### src/rtl/hilo_unit.sv
// HI/LO special-register stage behind the divider and multiplier.
// Captures results on issue, counts down the op latency, commits to HI/LO and services MF*/MT*.
module hilo_unit #(
  parameter int DIV_LAT = 32,
  parameter int MUL_LAT = 4,
  parameter int CNT_W   = 6
) (
  input  logic        clk,
  input  logic        reset_n,
  input  logic        div_start,
  input  logic [31:0] div_hi,
  input  logic [31:0] div_lo,
  input  logic        div_t_zero,
  input  logic        mul_start,
  input  logic [31:0] mul_hi,
  input  logic [31:0] mul_lo,
  input  logic        mthi,
  input  logic        mtlo,
  input  logic [31:0] wdata,
  input  logic        mfhi,
  input  logic        mflo,
  output logic [31:0] rdata,
  output logic        stall,
  output logic        busy,
  output logic        dz_flag,
  output logic [31:0] hi,
  output logic [31:0] lo
);

  // state | meaning
  // IDLE  | count == 0, nothing pending, reads are serviced
  // RUN   | count != 0, result pending, reads stall
  typedef enum logic {IDLE, RUN} state_t;

  localparam int MAX_LAT = (1 << CNT_W) - 1;

  state_t           state;
  logic [CNT_W-1:0] count, count_nxt;
  logic [31:0]      pend_hi, pend_lo, pend_hi_nxt, pend_lo_nxt;
  logic [31:0]      hi_nxt, lo_nxt;
  logic             pend_dz, pend_dz_nxt, dz_nxt;
  logic             mt_any, commit;

  assign state  = (count != '0) ? RUN : IDLE;
  assign busy   = (state == RUN);
  assign mt_any = mthi | mtlo;
  // A new issue on the final countdown cycle discards the old result.
  assign commit = busy && (count == CNT_W'(1)) && !div_start && !mul_start && !pend_dz;

  assign stall = (mfhi | mflo) & busy;
  assign rdata = mfhi ? hi : (mflo ? lo : 32'h0);

  always_ff @(posedge clk or negedge reset_n) begin
    if (!reset_n) begin
      count   <= '0;
      pend_hi <= 32'h0;
      pend_lo <= 32'h0;
      pend_dz <= 1'b0;
      dz_flag <= 1'b0;
      hi      <= 32'h0;
      lo      <= 32'h0;
    end else begin
      count   <= count_nxt;
      pend_hi <= pend_hi_nxt;
      pend_lo <= pend_lo_nxt;
      pend_dz <= pend_dz_nxt;
      dz_flag <= dz_nxt;
      hi      <= hi_nxt;
      lo      <= lo_nxt;
    end
  end

  always_comb begin
    count_nxt   = count;
    pend_hi_nxt = pend_hi;
    pend_lo_nxt = pend_lo;
    pend_dz_nxt = pend_dz;
    dz_nxt      = dz_flag;
    hi_nxt      = hi;
    lo_nxt      = lo;

    case (state)
      IDLE: count_nxt = '0;
      RUN:  count_nxt = mt_any ? '0 : count - 1'b1;
      default: count_nxt = '0;
    endcase

    if (commit) begin
      hi_nxt = pend_hi;
      lo_nxt = pend_lo;
    end
    // MT writes override the commit only for the register they target.
    if (mthi) hi_nxt = wdata;
    if (mtlo) lo_nxt = wdata;
    if (mt_any) dz_nxt = 1'b0;

    if (div_start) begin
      pend_hi_nxt = div_hi;
      pend_lo_nxt = div_lo;
      pend_dz_nxt = div_t_zero;
      dz_nxt      = div_t_zero;
      count_nxt   = CNT_W'(DIV_LAT);
    end else if (mul_start) begin
      pend_hi_nxt = mul_hi;
      pend_lo_nxt = mul_lo;
      pend_dz_nxt = 1'b0;
      count_nxt   = CNT_W'(MUL_LAT);
    end
  end

  a_div_lat: assert property (@(posedge clk) (DIV_LAT >= 1) && (DIV_LAT <= MAX_LAT))
    else $error("hilo_unit: DIV_LAT outside 1..2^CNT_W-1");
  a_mul_lat: assert property (@(posedge clk) (MUL_LAT >= 1) && (MUL_LAT <= MAX_LAT))
    else $error("hilo_unit: MUL_LAT outside 1..2^CNT_W-1");

endmodule

### config.mk
export PLATFORM = sky130hd
export DESIGN_NAME = hilo_unit
export DESIGN_NICKNAME = d
export VERILOG_FILES = /design/src/rtl/hilo_unit.sv
export SDC_FILE = /design/constraint.sdc
export NUM_CORES = 1
export LEC_CHECK = 0
export ABC_CLOCK_PERIOD_IN_PS = 2190
export CORE_UTILIZATION = 46
export CTS_CLUSTER_SIZE = 8
export DETAILED_ROUTE_END_ITERATION = 12
export HOLD_SLACK_MARGIN = 0.1
export PLACE_DENSITY = 0.93
export SYNTH_ARGS = -nofsm -noshare
export SYNTH_HDL_FRONTEND = slang
export SYNTH_SLANG_ARGS = --single-unit
### constraint.sdc
create_clock -name clk -period 2.19 [get_ports clk]
set_input_delay 0.219 -clock clk [delete_from_list [all_inputs] [get_ports clk]]
set_output_delay 0.219 -clock clk [all_outputs]
set_load 0.02 [all_outputs]
==> results.tsv <==
metric	value	unit
outcome	completed	
Fillers	1163	
number of routed nets with antenna violations	0	
via count	7210	
Seq cells post-synth	136	
Root Buffer	clkbuf_16	
number of port buffers	267	
gpl congestion	0.818	
final hold vios	0	
n_diodes	0	
Layout Nets	1107	
Max-Cap Viols	0	
Cells after Synth	710	
vias in the first global route	7098	
initial antenna violation count	1	
hpwl dp	16.9	mm
Primary FF master, synth	dfrtp_1	
CTS tree	yes	
critical path data required time	1.97	ns
ranking of synthesized cells by area	dfrtp_1 46%, mux2i_1 8.6%, o31ai_2 8.4%	
I/O pin count	268	
Reg clk slew, reported paths	0.06	ns
clock buffer depth	2	
Hold Crit Class	in2reg	
fraction of post-synthesis cell area in the top cell type by area	45.5	%
Synth-to-Final Area Change	47.9	%
Sink Count	136	
kind of critical path	in2out	
die width	129	um
CP Launch Type	primary input	
total CTS buffers	17	
Pleak	0.00449	uW
ys async rst share	100	%
height of the die	129	um
Tmin final	2.14	ns
core box area	15900	um2
Final Cycle Share	97.6	%
CP Max Fanout	11	
Worst Clk Skew	0.00963	ns
routed len/inst	21.9	um
Site Rows	46	
clock latency on the worst-skew pair	0.43	ns
Worst Setup End Kind	output pin	
DRC	0	
Initial Util	47.0	%
global-route wire length before repair	39.0	mm
Peak VDD IR	0.554	mV
TritonRoute pass-1 iters	7	
area leader, netlist	dfrtp_1	
Slew HR	55.3	%
Post-Syn Nets	882	
final max-slew violation count	0	
Avg Inst Size Synth	10.5	um2
layout cells sized above 1	12.8	%
Mapped Area	7470	um2
count of different cell masters after synthesis	34	
largest net degree at the start of global routing	124	
RSZ-0062 raised after global routing	no	
Die ar.	16800	um2
Max Fclk	468	MHz
Iteration-0 DRC Markers	619	
Final Setup Violations	0	
routed vias/inst	6.19	
routed wire length	25.5	mm
Seq/Total Area, Yosys	45.5	%
Arr. time, crit path	1.92	ns
Pwr Density	718	nW/um2
warnings from Yosys	0	
grt total ovfl	0	
Overall Global Routing Usage	30.7	%
Worst Max-Slew Pin Slew	0.670	ns
Post-synth EDFFs	0	
H-tree Lvls	4	
hold_ws	0.154	ns
final setup TNS	0	ns
[final timing paths]
| check | slack, ns | to | cells past startpoint | start |
|---|---|---|---|---|
| worst max-delay path | 0.05 | rdata[26] | 5 | mflo |
| worst min-delay path | 0.15 | pend_lo[13]$_DFFE_PN0P_ | 3 | div_start |
| worst max register to register | 0.07 | hi[12]$_DFFE_PN0P_ | 6 | count[0]$_DFF_PN0_ |
| worst min register to register | 0.49 | count[0]$_DFF_PN0_ | 1 | count[0]$_DFF_PN0_ |
| max in group asynchronous | 1.19 | pend_lo[14]$_DFFE_PN0P_ | 3 | reset_n |
| min in group asynchronous | 0.36 | pend_hi[8]$_DFFE_PN0P_ | 2 | reset_n |
[placed cells by master, fill, tap and decap left out, types with 2 or more instances in the layout]
master	Yosys	layout
a2111oi_0	2	2
a21oi_1	33	33
a22o_1	31	31
a2bb2oi_1	32	32
a31oi_1	2	2
a41oi_1	63	63
buf_12	0	14
buf_2	18	3
buf_4	2	12
bufinv_16	0	4
clkbuf_16	0	17
clkdlybuf4s50_1	0	256
clkinv_4	0	3
dfrtp_1	136	135
dlygate4sd2_1	0	2
dlymetal6s2s_1	0	3
ha_1	3	3
inv_1	5	4
inv_6	0	5
mux2i_1	64	64
nand2_1	70	70
nor2_1	5	5
nor2b_1	33	32
o21ai_0	66	66
o31ai_1	15	13
o31ai_2	50	52
xnor2_1	2	2
[critical path: stages]
cell and delay (ns):
clkdlybuf4s50_1 0.52, nor2b_4 0.19, buf_4 0.22, a22o_1 0.15
clkdlybuf4s50_1 0.61
[layer usage]
metal / wire length, um / global-route usage (%) / part of all wire [%]
met5: 16 / 0 / 0.063
met4: 964 / 15.4 / 3.8
met3: 2210 / 7.72 / 8.7
met2: 12700 / 51.8 / 50
met1: 9590 / 36.6 / 38
[cell families after synthesis]
group | share of synthesized area, %
AO/OA/AOI/OAI | 32.1
multiplexers | 8.57
XOR/XNOR | 0.234
buffers and inverters | 5.58
AND/OR/NAND/NOR | 7.47
flip-flops | 45.5
adder cells (fa/ha/maj) | 0.502
[state kept, by name, summed over array words and instances, names as in the netlist]
| signal | flops |
|---|---|
| count | 6 |
| pend_dz | 1 |
| hi | 32 |
| pend_lo | 32 |
| dz_flag | 1 |
| pend_hi | 32 |
| lo | 32 |
[through the flow]
step           worst slack (ns)  util, %  total power, uW  instance area [um2]  std cells
6_report                 0.0535     69.5             7930                11000       1164
5_1_grt                 0.00241     69.5             8220                11000       1164
4_1_cts                  0.0632     69.4             7940                11000       1162
3_5_place_dp             0.0746     65.3             4820                10400       1129
3_3_place_gp              0.112     65.3             4760                10400       1129
2_1_floorplan             0.285        -             3860                 7470        710
[report_power, final]
group          internal (uW)  switching [uW]
Sequential              2740             215
Combinational            919             937
Clock                   1930            1190
[cells in the mapped netlist, types with 15 or more instances]
cell type and number:
a21oi_1 33, a22o_1 31, a2bb2oi_1 32, a41oi_1 63, buf_2 18, clkbuf_1 52
dfrtp_1 136, mux2i_1 64, nand2_1 70, nor2b_1 33, o21ai_0 66, o31ai_1 15
o31ai_2 50
[what timing repair did]
action	in CTS	in global routing
pin swaps	1	0
setup endpoints to repair	3	5
hold buffers	1	0
cloned	0	0
gates resized for setup	3	4
hold endpoints to repair	55	0
buffers inserted	0	2
[cell type report]
class                   count  area [um2]  area share (%)
multi-input cells         483        3690            33.4
flip-flops and latches    136        3410            30.8
repair buffers            292        3020            27.4
clock buffers              17         425            3.85
well taps                 216         270            2.45
clock inverters            15         214            1.94
inverters                   5        18.8           0.170
No activity file was read; power rests on OpenSTA's default activity.
